==> src/rtl/psm_pattern_gen.sv <==
// Open-loop pulse-skip modulator: internal PWM counter, passes pass_sh periods then skips skip_sh.
// Optional skipped-period counter output enabled by defining PSM_SKIP_CNT_EN.
module psm_pattern_gen #(
  parameter int RESOLUTION = 8,
  parameter int PAT_WIDTH  = 4,
  parameter int SKIP_CNT_W = 16
) (
  input  logic                  clk,
  input  logic                  rst_n,
  input  logic                  en,
  input  logic [RESOLUTION:0]   duty_cfg,
  input  logic [PAT_WIDTH-1:0]  pass_cfg,
  input  logic [PAT_WIDTH-1:0]  skip_cfg,
  output logic                  psm_out,
  output logic                  pwm_out,
  output logic                  period_start,
  output logic                  skip_active
`ifdef PSM_SKIP_CNT_EN
  ,
  output logic [SKIP_CNT_W-1:0] skip_count
`endif
);

  typedef enum logic {IDLE, RUN} state_t;

  localparam logic [RESOLUTION:0]   DUTY_FULL = {1'b1, {RESOLUTION{1'b0}}};
  localparam logic [RESOLUTION-1:0] CNT_MAX   = '1;

  state_t                state;
  logic [RESOLUTION-1:0] cnt;
  logic [PAT_WIDTH:0]    pat;
  logic [RESOLUTION:0]   duty_sh;
  logic [PAT_WIDTH-1:0]  pass_sh;
  logic [PAT_WIDTH-1:0]  skip_sh;

  logic [RESOLUTION:0]   duty_clamped;
  logic [PAT_WIDTH:0]    pat_len;
  logic                  pass_all;
  logic                  in_skip;
  logic                  pwm_now;
  logic                  cnt_wrap;
  logic                  pat_wrap;

  // NOTE: every signal gets a value on every path through always_comb, so no latch is inferred.
  always_comb begin
    duty_clamped = (duty_cfg > DUTY_FULL) ? DUTY_FULL : duty_cfg;
    pat_len      = {1'b0, pass_sh} + {1'b0, skip_sh};
    // An empty pattern (pass=skip=0) means pass every period.
    pass_all     = (pat_len == '0);
    in_skip      = !pass_all && (pat >= {1'b0, pass_sh});
    pwm_now      = ({1'b0, cnt} < duty_sh);
    cnt_wrap     = (cnt == CNT_MAX);
    pat_wrap     = pass_all || (pat == pat_len - (PAT_WIDTH+1)'(1));
  end

  // NOTE: sequential state uses non-blocking assignments so all registers update from pre-edge values.
  always_ff @(posedge clk or negedge rst_n) begin
    if (!rst_n) begin
      state        <= IDLE;
      cnt          <= '0;
      pat          <= '0;
      duty_sh      <= '0;
      pass_sh      <= '0;
      skip_sh      <= '0;
      psm_out      <= 1'b0;
      pwm_out      <= 1'b0;
      period_start <= 1'b0;
      skip_active  <= 1'b0;
`ifdef PSM_SKIP_CNT_EN
      skip_count   <= '0;
`endif
    end else begin
      case (state)
        IDLE: begin
          if (en) begin
            state   <= RUN;
            cnt     <= '0;
            pat     <= '0;
            duty_sh <= duty_clamped;
            pass_sh <= pass_cfg;
            skip_sh <= skip_cfg;
          end
        end
        RUN: begin
          if (!en) begin
            // Dropping enable wins over any wrap on the same edge: no shadow load.
            state        <= IDLE;
            cnt          <= '0;
            pat          <= '0;
            psm_out      <= 1'b0;
            pwm_out      <= 1'b0;
            period_start <= 1'b0;
            skip_active  <= 1'b0;
`ifdef PSM_SKIP_CNT_EN
            skip_count   <= '0;
`endif
          end else begin
            pwm_out      <= pwm_now;
            psm_out      <= pwm_now && !in_skip;
            period_start <= (cnt == '0);
            skip_active  <= in_skip;
            cnt          <= cnt + 1'b1;
            if (cnt_wrap) begin
              duty_sh <= duty_clamped;
              if (pat_wrap) begin
                pat     <= '0;
                pass_sh <= pass_cfg;
                skip_sh <= skip_cfg;
              end else begin
                pat <= pat + 1'b1;
              end
`ifdef PSM_SKIP_CNT_EN
              if (in_skip && (skip_count != '1))
                skip_count <= skip_count + 1'b1;
`endif
            end
          end
        end
        default: state <= IDLE;
      endcase
    end
  end

endmodule

==> config.mk <==
export PLATFORM = sky130hd
export DESIGN_NAME = psm_pattern_gen
export DESIGN_NICKNAME = d
export VERILOG_FILES = /design/src/rtl/psm_pattern_gen.sv
export SDC_FILE = /design/constraint.sdc
export NUM_CORES = 1
export LEC_CHECK = 0
export BUFFER_PORTS_ARGS = -buffer_cell sky130_fd_sc_hd__buf_2
export CAP_MARGIN = 5
export CORE_MARGIN = 5
export CORE_UTILIZATION = 55
export DETAILED_ROUTE_END_ITERATION = 7
export PLACE_DENSITY = 0.83
export SETUP_SLACK_MARGIN = 0.15
export SYNTH_ARGS = -nofsm -noshare
export SYNTH_HDL_FRONTEND = slang
export SYNTH_SLANG_ARGS = --single-unit
==> constraint.sdc <==
create_clock -name clk -period 3 [get_ports clk]
set_input_delay 0.6 -clock clk [delete_from_list [all_inputs] [get_ports clk]]
set_output_delay 0.6 -clock clk [all_outputs]
set_load 0.02 [all_outputs]
## Yosys cells after proc, flatten, opt, wreduce, memory -nomap -nowiden

Cells that the tools add are included.

| word-level totals | value |
|---|---|
| bits in registers | 35 |
| word-level logic and storage cells | 63 |
| input port bits | 20 |
| output and inout port bits | 4 |

| operators by class | value |
|---|---|
| equality and inequality tests | 7 |
| add/subtract/negate cells | 4 |
| reduce and logical (&&, ||, !) cells | 10 |
| bitwise gates (word level) | 1 |
| magnitude comparators | 3 |
| mux-type cells | 28 |

Operators by type and width:

| cell | number |
|---|---|
| 2-to-1 mux 9 bit | 4 |
| 2-to-1 mux 4 bit | 8 |
| 2-to-1 mux 5 bit | 4 |
| one-hot mux 9 bit (2 select lines) | 1 |
| 2-to-1 mux 8 bit | 2 |
| one-hot mux 4 bit (2 select lines) | 2 |
| one-hot mux 8 bit (2 select lines) | 1 |
| one-hot mux 5 bit (2 select lines) | 1 |
| > comparator 9 bit, second input constant | 1 |
| less-than comparator 8 x 9 -> 1 bit | 1 |
| adder 8 x 1 -> 8 bit, second input constant | 1 |
| == test 8 bit, second input constant | 1 |
| logical NOT 8 bit | 1 |
| adder 4 x 4 -> 5 bit | 1 |
| adder 5 x 1 -> 5 bit, second input constant | 1 |
| == test 5 bit | 1 |
| greater-or-equal comparator 5 x 4 -> 1 bit | 1 |
| logical NOT 5 bit | 1 |
| 2-to-1 mux 1 bit | 5 |
| subtractor 5 x 1 -> 5 bit, second input constant | 1 |
| != test 2 x 1 -> 1 bit, second input constant | 2 |
| != test 2 bit, second input constant | 2 |
| AND reduction 4 bit | 1 |
| != test 3 x 2 -> 1 bit, second input constant | 1 |
| other kinds (6) | 8 |

## Longest topological paths before layout

Gate-level depths: netlist of the first run.

| depth | value |
|---|---|
| depth after elaboration | 8 |
| mapped depth | 10 |
| depth with buffers taken out | 10 |

## Worst setup path after synthesis of the first run

No wires, ideal clock.

| path | value |
|---|---|
| kind | reg2reg |
| start | register pass_sh[0] |
| end | register pass_sh[0] |
| path slack | 0.248 ns |
| period minus slack after synthesis | 2.752 ns |
| path buffers | 0 |
| library setup time | 0.125 ns |
| data arrival time | 2.627 ns |
| cell stages (with the launch flop) | 11 |
| data required time | 2.875 ns |
| cells stage by stage | dfrtp_1 ha_1 fa_1 inv_1 ha_1 xor2_1 xnor2_1 nor3_1 nand4b_2 a31oi_4 mux2_2 |

| between the ends | value |
|---|---|
| cells in the longest elaborated chain, start to end | 6 |
| elaborated cells on any way between the ends | 7 |
| those cells by class | 2 x add/sub; 2 x eq/ne; 3 x reduce/logical |

RTL lines:

| item | line | source |
|---|---|---|
| start, declared | 33 | `logic [PAT_WIDTH-1:0] pass_sh;` |
| start signal, assigned | 80 | `pass_sh <= pass_cfg;` |
| start signal, assigned | 107 | `pass_sh <= pass_cfg;` |
| adder 4 x 4 -> 5 bit (*) | 47 | `pat_len = {1'b0, pass_sh} + {1'b0, skip_sh};` |
| subtractor 5 x 1 -> 5 bit | 53 | `pat_wrap = pass_all \|\| (pat == pat_len - (PAT_WIDTH+1)'(1));` |
| == test 5 bit | 53 |  |
| logical OR 1 bit (*) | 53 |  |
| != test 2 x 1 -> 1 bit (no line) (*) | - |  |
| AND reduction 4 bit (no line) (*) | - |  |

Mark *: on every way between the ends. The rest lies on a longest branch, timed or not.
A chain may end at the register's enable or synchronous reset.

## Worst setup path after layout of the first run

| path | value |
|---|---|
| start | register pass_sh[0] |
| end | register pass_sh[2] |

The elaborated chain is that of the path after synthesis.

==> impl_metrics.toml, run 1 <==
[status]
status = "completed"

[clocking]
ctsHtreeMaxLevel = 2
clock-sinks = 35
cts_buffer_depth = 2
cts-root-buf = "clkbuf_8"
clock_latency_ns = 0.29
cts_tree = "done"
ctsHoldBuffers = 0
clk_pin_slew_ns = 0.07
cts_buffers = 5

[timing]
finalCritPeriodShare = 0.930
rsz0062_at_grt = "true"
setup_violations = 0
setup_tns_ns = 0
hold_viol = 0
max_freq_mhz = 358
worst_pin_slew_ns = 0.772
slew_headroom = 0.486
skew_ns = 0.00356
period_needed_ns = 2.79
slew_viol_final = 0

[power]
total_power_mw = 2.19
p_per_area_nw_per_um2 = 895
seq_power_share = 0.285
switching_power_mw = 0.813
switching_share = 0.372
pwr-share-comb = 0.530
p_leak_nw = 1.14
ir_worst_vdd_v = 0.000791
clockPowerShare = 0.185
internal_power_mw = 1.37

[synthesis]
syn_area_per_cell_sq_um = 9.92
syn_inst = 209
synth.most_common_cell = "dfrtp_1"
synth_top_area_share = 0.422
yosys.area.top_type = "dfrtp_1"
mappedNetlistArea_sq_um = 2070
ys_seq_area_frac = 0.422
synth_nets = 249
ys.warnings.count = 0
async_flop_share = 1.00
synth_edf_count = 0
synth_cell_types = 39
synthFlopType = "dfrtp_1"
synth_common_cells = "35 x dfrtp_1, 24 x o21ai_0, 23 x nand2_1, 19 x ha_1, 19 x inv_1"
synth_area_leaders = "dfrtp_1 42%, ha_1 11%, o21ai_0 5.8%"
ys_ff_latch = 35

[final_layout]
fin_area_sq_um = 2440
fin_nets = 283
diodes = 0
instances_no_fill = 291
fillCellCount = 287
area_growth_pct = 17.8
layout-drive-gt1-share = 0.235

[place]
place.gp.congestion = 0.898
hpwl_um = 2960
numPortBuffers = 23
dpl_cell_area_sq_um = 2250
placed_cells = 279

[routing]
drtIter0Drc = 76
highest_layer = "met4"
drc = 0
drtAntennaViolNets = 0
avgViaCountPerCell = 5.52
routedWlPerCell_um = 14.4
dr.pass1.iters = 4
wl_met1_um = 1930
routed_wl_um = 4180
wl_met3_um = 227
wl_met2_um = 1940
dr_total_vias = 1605

[floorplanning]
chipWidth_um = 71.4
dieArea_sq_um = 5100
ios = 24
die_y_um = 71.4
start_util = 0.566
rows = 22
coreArea_sq_um = 3660

[grt]
grt.total_usage = 0.177
grt_pass1_vias = 1491
antenna_found_initial = 0
grt_pass1_wl_um = 7010
gr-total-overflow = 0
grt_max_degree = 36

[critical_path]
start_kind = "flip-flop"
worst_ep_arrival_time_ns = 2.96
crit_fanout = 8
crit_required_ns = 3.17
path_class = "flip-flop to flip-flop"
crit_path_end_kind = "flip-flop"
r2r_cells = 11

[run]
maxCapViolations = 0

[min_path]
min_path_type = "input pin to async pin"
cells in the final DEF (no fill, tap or decap), types with 2 or more instances in the layout:
| cell | Yosys | routed |
|---|---|---|
| nand2_1 | 23 | 23 |
| xnor2_1 | 5 | 5 |
| nor4b_1 | 2 | 2 |
| and3_1 | 2 | 2 |
| nor3_1 | 4 | 3 |
| o21ai_0 | 24 | 23 |
| a21oi_1 | 3 | 3 |
| a31oi_1 | 3 | 3 |
| inv_1 | 19 | 18 |
| nand2b_1 | 10 | 10 |
| ha_1 | 19 | 17 |
| nand4_1 | 2 | 2 |
| a21o_1 | 4 | 4 |
| buf_2 | 0 | 23 |
| xor2_1 | 6 | 5 |
| mux2_2 | 9 | 8 |
| nand3_1 | 8 | 8 |
| clkbuf_8 | 0 | 5 |
| dfrtp_1 | 35 | 35 |
| buf_4 | 0 | 6 |
| a22o_1 | 3 | 3 |
| nor2_1 | 6 | 6 |
cell families (layout without fill, tap and decap cells):
family	count (synthesis)	after routing	share of synthesized area
simple gates	62	62	0.153
compound gates	48	48	0.152
flops	35	35	0.422
buf+inv	22	56	0.0398
fa+ha+maj	20	20	0.124
xor+xnor	12	12	0.0543
mux	10	10	0.0537
path summary, 6_finish.rpt:
check	endpoint	start	slack, ns
min in group clk	state	en	0.48
max in group asynchronous	pat[3]	rst_n	2.13
max reg2reg	pass_sh[2]	pass_sh[0]	0.21
max	pass_sh[2]	pass_sh[0]	0.21
min	duty_sh[0]	rst_n	0.38
min reg2reg	duty_sh[6]	duty_sh[6]	0.48
what timing repair did:
action / in CTS / in global routing
resized for setup: 2 / 8
endpoints found under the setup margin: 8 / 12
buffers inserted: 3 / 2
gates cloned: 0 / 0
pin swaps: 3 / 7
hold endpoints to repair: 0 / 0
registers in the layout, summed over array words and instances (netlist names):
register / count
skip_sh: 4
duty_sh: 9
state: 1
period_start: 1
skip_active: 1
pat: 5
cnt: 8
pwm_out: 1
pass_sh: 4
psm_out: 1
stage by stage:
stage                     hold WS, ns  setup slack [ns]   util
after floorplan                 0.304             0.248      -
after global placement          0.462             0.208  0.615
after detailed placement        0.473             0.112  0.615
after CTS                       0.398             0.155  0.654
after global routing            0.447            0.0856  0.667
final                           0.380             0.211  0.667
critical path: stages, from the launching register on:
cell	delay [ns]
dfrtp_1	0.39
ha_2	0.20
fa_2	0.53
inv_2	0.05
ha_4	0.17
xor2_2	0.14
xnor2_1	0.15
nor3_2	0.18
nand4b_2	0.17
a31oi_4	0.21
buf_12	0.15
mux2_2	0.33
power by group through the flow:
stage	clock network, mW	logic, mW	registers [mW]
final	0.404	1.16	0.623
after global routing	0.440	1.26	0.633
after CTS	0.412	0.969	0.621
after detailed placement	0	0.894	0.630
after global placement	0	0.849	0.627
after floorplan	0	0.703	0.627
layer usage:
layer  track usage  up-vias
li1              -      796
met1         0.242      761
met2         0.263       39
met3        0.0435        9
met4        0.0814        0
met5             0        -
area by class of cell:
| class | instances | area [sq um] | area share |
|---|---|---|---|
| clock inverters | 1 | 30.0 | 0.0123 |
| multi-input cells | 152 | 1150 | 0.472 |
| repair buffers | 30 | 180 | 0.0738 |
| well taps | 48 | 60.1 | 0.0246 |
| clock buffers | 6 | 72.6 | 0.0297 |
| flip-flops and latches | 35 | 876 | 0.359 |
| inverters | 19 | 71.3 | 0.0292 |
Note: power is estimated with default switching activity, not from simulation.
==> inputs of run 2 (changes only) <==
==> constraint.sdc (replaced) <==
create_clock -name clk -period 2.85 [get_ports clk]
set_input_delay 0.57 -clock clk [delete_from_list [all_inputs] [get_ports clk]]
set_output_delay 0.57 -clock clk [all_outputs]
set_load 0.02 [all_outputs]
==> run 2 against run 1 <==
- sequential share of layout area down 1.0 points
- count of clock-buffer cells in the layout did not move
- final cell count grew 2.1%
- core utilization is 2.0 points higher
- critical path depth unchanged
- clock skew increased by 0.0042 ns
- register-to-register slack got worse by 0.11 ns
- total power is 9.6% higher
- non-clock buffer count rose by 6
- clock power shrank 9.4%
==> impl_metrics.toml, run 2 (synthesis results as in run 1) <==
[status]
status = "completed"

[power]
p_per_area_nw_per_um2 = 952
internal_power_mw = 1.51
switching_share = 0.368
seq_power_share = 0.274
p_leak_nw = 1.22
pwr-share-comb = 0.573
switching_power_mw = 0.882
ir_worst_vdd_v = 0.000654
clockPowerShare = 0.153

[critical_path]
cp_slowest_stage_delay_ns = 0.52
worst_ep_arrival_time_ns = 2.92
start_kind = "flip-flop"
r2r_start = "skip_sh[0]"
crit_path_end_kind = "flip-flop"
r2r_cells = 11
crit_chain = "ha_2 -> fa_2 -> inv_2 -> ha_4 -> xor2_2 -> xnor2_2 -> nor3_2 -> nand4b_4 -> a31oi_4 -> buf_12 -> mux2_4"
path_class = "flip-flop to flip-flop"
reg2reg_setup_slack_ns = 0.10
r2r-end = "skip_sh[1]"
crit_required_ns = 3.02
slowest_stage = "fa_2"
crit_fanout = 8

[floorplanning]
dieArea_sq_um = 5100
ios = 24
die_y_um = 71.4
rows = 22
start_util = 0.566
chipWidth_um = 71.4
coreArea_sq_um = 3660

[routing]
drc = 0
routedWlPerCell_um = 14.5
drtAntennaViolNets = 0
routed_wl_um = 4320
drtIter0Drc = 91
dr_total_vias = 1635
dr.pass1.iters = 4
avgViaCountPerCell = 5.51

[grt]
grt_pass1_wl_um = 7310
grt_pass1_vias = 1666
grt.total_usage = 0.182
grt_max_degree = 36
antenna_found_initial = 0
gr-total-overflow = 0

[clocking]
cts_tree = "done"
cts_buffers = 5
clk_pin_slew_ns = 0.07
cts_buffer_depth = 2
clock-sinks = 35
cts-root-buf = "clkbuf_8"
ctsHtreeMaxLevel = 2
clock_latency_ns = 0.29

[timing]
setup_violations = 0
rsz0062_at_grt = "true"
finalCritPeriodShare = 0.964
skew_ns = 0.00781
setup_tns_ns = 0
period_needed_ns = 2.75
postLayoutSetupSlackWorst_ns = 0.102
max_freq_mhz = 364
slew_headroom = 0.476
worst_pin_slew_ns = 0.785
hold_viol = 0
slew_viol_final = 0

[final_layout]
reg.largest.list = "duty_sh: 9 flops, cnt: 8 flops, pat: 5 flops"
fillCellCount = 294
largest-register = "duty_sh"
diodes = 0
area_growth_pct = 21.3
final_common_cell = "dfrtp_1"
largest_reg_flops = 9
fin_nets = 289
layout_common_cells = "35 x dfrtp_1, 23 x nand2_1, 23 x o21ai_0, 23 x buf_2, 18 x inv_1"
layout-drive-gt1-share = 0.261

[place]
place_ws_ns = 0.0168
numPortBuffers = 23
hpwl_um = 2990
place.gp.congestion = 0.759

[run]
maxCapViolations = 0

[min_path]
min_path_type = "input pin to async pin"
[run 2: cell type report]
cell class,count,area [sq um],share of cell area
Multi-Input combinational cell,152,1190,0.475
Sequential cell,35,876,0.348
Timing Repair Buffer,36,225,0.0896
Clock buffer,6,82.6,0.0328
Inverter,19,71.3,0.0284
Tap cell,48,60.1,0.0239
Clock inverter,1,5.00,0.00199
[run 2: worst max-delay path by stage]
| stage | end | cells after the start | from | slack (ns) |
|---|---|---|---|---|
| after floorplan | pass_sh[0] | 10 | pass_sh[0] | 0.13 |
| after global placement | pass_sh[0] | 10 | pass_sh[0] | 0.10 |
| after detailed placement | skip_sh[1] | 10 | pass_sh[0] | 0.02 |
| after CTS | skip_sh[1] | 11 | skip_sh[0] | 0.11 |
| after global routing | skip_sh[1] | 11 | skip_sh[0] | 0.03 |
| final | skip_sh[1] | 11 | skip_sh[0] | 0.10 |
[run 2: timing repair]
item / in CTS / in global routing
hold buffers: 0 / 0
hold endpoints to repair: 0 / 0
pin swaps: 5 / 6
buffers inserted: 5 / 5
setup endpoints to repair: 8 / 8
gates resized for setup: 7 / 8
[run 2: per-stage QoR]
stage / cell area (sq um) / hold WS, ns / instances / utilization / total power [mW]
3_5_place_dp: 2270 / 0.471 / 280 / 0.621 / 1.63
5_1_grt: 2510 / 0.418 / 297 / 0.687 / 2.56
6_report: 2510 / 0.357 / 297 / 0.687 / 2.39
4_1_cts: 2440 / 0.377 / 292 / 0.666 / 2.13
2_1_floorplan: 2090 / 0.274 / 209 / - / 1.42
3_3_place_gp: 2270 / 0.463 / 280 / 0.621 / 1.59
[run 2: routing by layer]
| layer | wire length, um | vias to the layer above | track usage |
|---|---|---|---|
| li1 | - | 805 | - |
| met1 | 1700 | 795 | 0.207 |
| met2 | 2380 | 27 | 0.323 |
| met3 | 146 | 8 | 0.0463 |
| met4 | 83 | 0 | 0.0731 |
| met5 | 0 | - | 0 |
[run 2: power groups by stage]
stage                     Clock, mW  Combinational [mW]  Sequential [mW]
after floorplan                   0               0.759            0.661
after global placement            0               0.928            0.659
after detailed placement          0               0.963            0.665
after CTS                     0.372                1.10            0.656
after global routing          0.400                1.49            0.671
final                         0.366                1.37            0.657
[run 2: worst max-delay path: cells and delay by family (launching register included)]
kind | cells | cell delay, ns
AOI/OAI and AO/OA | 1 | 0.20
muxes | 1 | 0.30
adders and majority gates | 3 | 0.88
xor gates and xnor gates | 2 | 0.31
and+or+nand+nor | 2 | 0.33
DFF | 1 | 0.38
buffers and inverters | 2 | 0.21
==> inputs of run 3 (changes only) <==
--- a/config.mk
+++ b/config.mk
@@ -7,7 +7,6 @@
 export LEC_CHECK = 0
 export BUFFER_PORTS_ARGS = -buffer_cell sky130_fd_sc_hd__buf_2
 export CAP_MARGIN = 5
-export CORE_MARGIN = 5
 export CORE_UTILIZATION = 55
 export DETAILED_ROUTE_END_ITERATION = 7
 export PLACE_DENSITY = 0.83
==> constraint.sdc (replaced) <==
create_clock -name clk -period 3.07 [get_ports clk]
set_input_delay 0.614 -clock clk [delete_from_list [all_inputs] [get_ports clk]]
set_output_delay 0.614 -clock clk [all_outputs]
set_load 0.02 [all_outputs]
==> run 3 against run 2 <==
- global-route usage rose by 5.3 points
- clock skew fell by 0.0024 ns
- non-clock buffer count fell by 8
- combinational power fell by 19%
- core utilization rose by 0.71 points
- critical endpoint unchanged
- setup slack improved by 0.082 ns
- sequential share of layout area rose by 1.6 points
- final cell count fell by 3.0%
- routed wire length fell by 2.1%
- flip-flop and latch count did not move
- largest power group unchanged
- clock power fell by 12%
==> impl_metrics.toml, run 3 (synthesis results as in run 1) <==
[status]
status = "completed"

[floorplanning]
ios = 24
chipWidth_um = 63.4
dieArea_sq_um = 4020
start_util = 0.598
rows = 21
die_y_um = 63.4
coreArea_sq_um = 3470

[place]
numPortBuffers = 23
place.gp.congestion = 0.845
placed_cells = 276
hpwl_um = 2890

[clocking]
clk_pin_slew_ns = 0.07
clock-sinks = 35
cts_buffers = 5
ctsHoldBuffers = 0
cts-root-buf = "clkbuf_8"
clock_latency_ns = 0.29
cts_buffer_depth = 2
ctsHtreeMaxLevel = 2
cts_tree = "done"

[timing]
worst_pin_slew_ns = 0.774
slew_headroom = 0.484
slew_viol_final = 0
setup_violations = 0
setup_tns_ns = 0
period_needed_ns = 2.89
hold_viol = 0
max_freq_mhz = 347
hold_ws_ns = 0.392
skew_ns = 0.00542
rsz0062_at_grt = "false"
finalCritPeriodShare = 0.940

[power]
ir_worst_vdd_v = 0.000824
pwr-share-comb = 0.544
internal_power_mw = 1.24
p_leak_nw = 1.12
clockPowerShare = 0.157
seq_power_share = 0.299
switching_share = 0.393
p_per_area_nw_per_um2 = 850
switching_power_mw = 0.805
total_power_mw = 2.05

[final_layout]
fin_util = 0.694
fillCellCount = 288
layout_common_cells = "35 x dfrtp_1, 23 x o21ai_0, 23 x buf_2, 22 x nand2_1, 19 x inv_1"
final_common_cell = "dfrtp_1"
area_growth_pct = 16.1
diodes = 0
layout-drive-gt1-share = 0.227
largest-register = "duty_sh"
instances_no_fill = 288
largest_reg_flops = 9
reg.largest.list = "duty_sh: 9 flops, cnt: 8 flops, pat: 5 flops"
fin_nets = 281

[grt]
antenna_found_initial = 0
grtUsageMet3 = 0.0743
global_route.peak_usage_layer = "met2"
grt.total_usage = 0.235
use_met2 = 0.351
grt_pass1_vias = 1566
use_met1 = 0.307
grt_max_degree = 36
gr-total-overflow = 0
grt_pass1_wl_um = 7060

[critical_path]
crit_path_end_kind = "flip-flop"
crit_fanout = 8
worst_ep_arrival_time_ns = 3.06
slowest_stage = "fa_2"
start_kind = "flip-flop"
crit_required_ns = 3.25
cp_slowest_stage_delay_ns = 0.52
reg2reg_setup_slack_ns = 0.18
path_class = "flip-flop to flip-flop"
crit_chain = "ha_2 -> fa_2 -> inv_1 -> ha_4 -> xor2_1 -> xnor2_1 -> nor3_2 -> nand4b_4 -> a31oi_4 -> buf_12 -> mux2_2"

[min_path]
min_path_type = "input pin to async pin"

[routing]
routed_wl_um = 4230
drtIter0Drc = 59
avgViaCountPerCell = 5.62
drtAntennaViolNets = 0
drc = 0
routedWlPerCell_um = 14.7
dr_total_vias = 1619
dr.pass1.iters = 4

[run]
maxCapViolations = 0
## run 3: changes by cell type in the layout (fill, tap and decap cells not counted), sizes merged
cell,change
buf,-8
clkbuf,+1
## run 3: critical path, delay by kind of cell (launching register included)
kind                       cells  cell delay (ns)
muxes                          1             0.32
and+or+nand+nor                2             0.38
xor gates and xnor gates       2             0.33
AOI/OAI and AO/OA              1             0.20
buffers and inverters          2             0.22
adders and majority gates      3             0.90
DFF                            1             0.42
## run 3: final timing paths
path	startpoint	endpoint	depth (start not counted)
worst max-delay path	pass_sh[0]	skip_sh[1]	11
worst min-delay path	rst_n	cnt[0]	1
worst max register to register	pass_sh[0]	skip_sh[1]	11
worst min register to register	duty_sh[6]	duty_sh[6]	2
max in group asynchronous	rst_n	period_start	1
min in group clk	duty_sh[6]	duty_sh[6]	2
## run 3: routing by layer
metal	part of all wire	vias to the layer above	routed length, um
li1	-	795	-
met2	0.45	61	1910
met5	0	-	0
met3	0.059	12	250
met4	0.031	0	130
met1	0.46	751	1940
## run 3: stage by stage
step / area, sq um / setup slack, ns
6_report: 2410 / 0.184
5_1_grt: 2410 / 0.0856
4_1_cts: 2350 / 0.210
3_5_place_dp: 2240 / 0.0730
3_3_place_gp: 2240 / 0.170
2_1_floorplan: 2070 / 0.318
## run 3: timing repair
item | CTS | global route
buffers inserted | 2 | 2
resized for setup | 0 | 10
hold endpoints to repair | 0 | 0
setup endpoints to repair | 8 | 8
pin swaps | 1 | 5
## run 3: power groups by stage
stage          combinational [mW]  sequential, mW  clock (mW)
2_1_floorplan               0.687           0.613           0
3_3_place_gp                0.812           0.614           0
3_5_place_dp                0.850           0.619           0
4_1_cts                     0.885           0.611       0.328
5_1_grt                      1.20           0.626       0.347
6_report                     1.11           0.612       0.322
## run 3: final cells by class
class	count	area [sq um]	area share
inverters	19	71.3	0.0296
flip-flops and latches	35	876	0.364
multi-input cells	152	1160	0.480
clock buffers	7	76.3	0.0317
clock inverters	1	5.00	0.00208
repair buffers	28	165	0.0686
well taps	46	57.6	0.0239
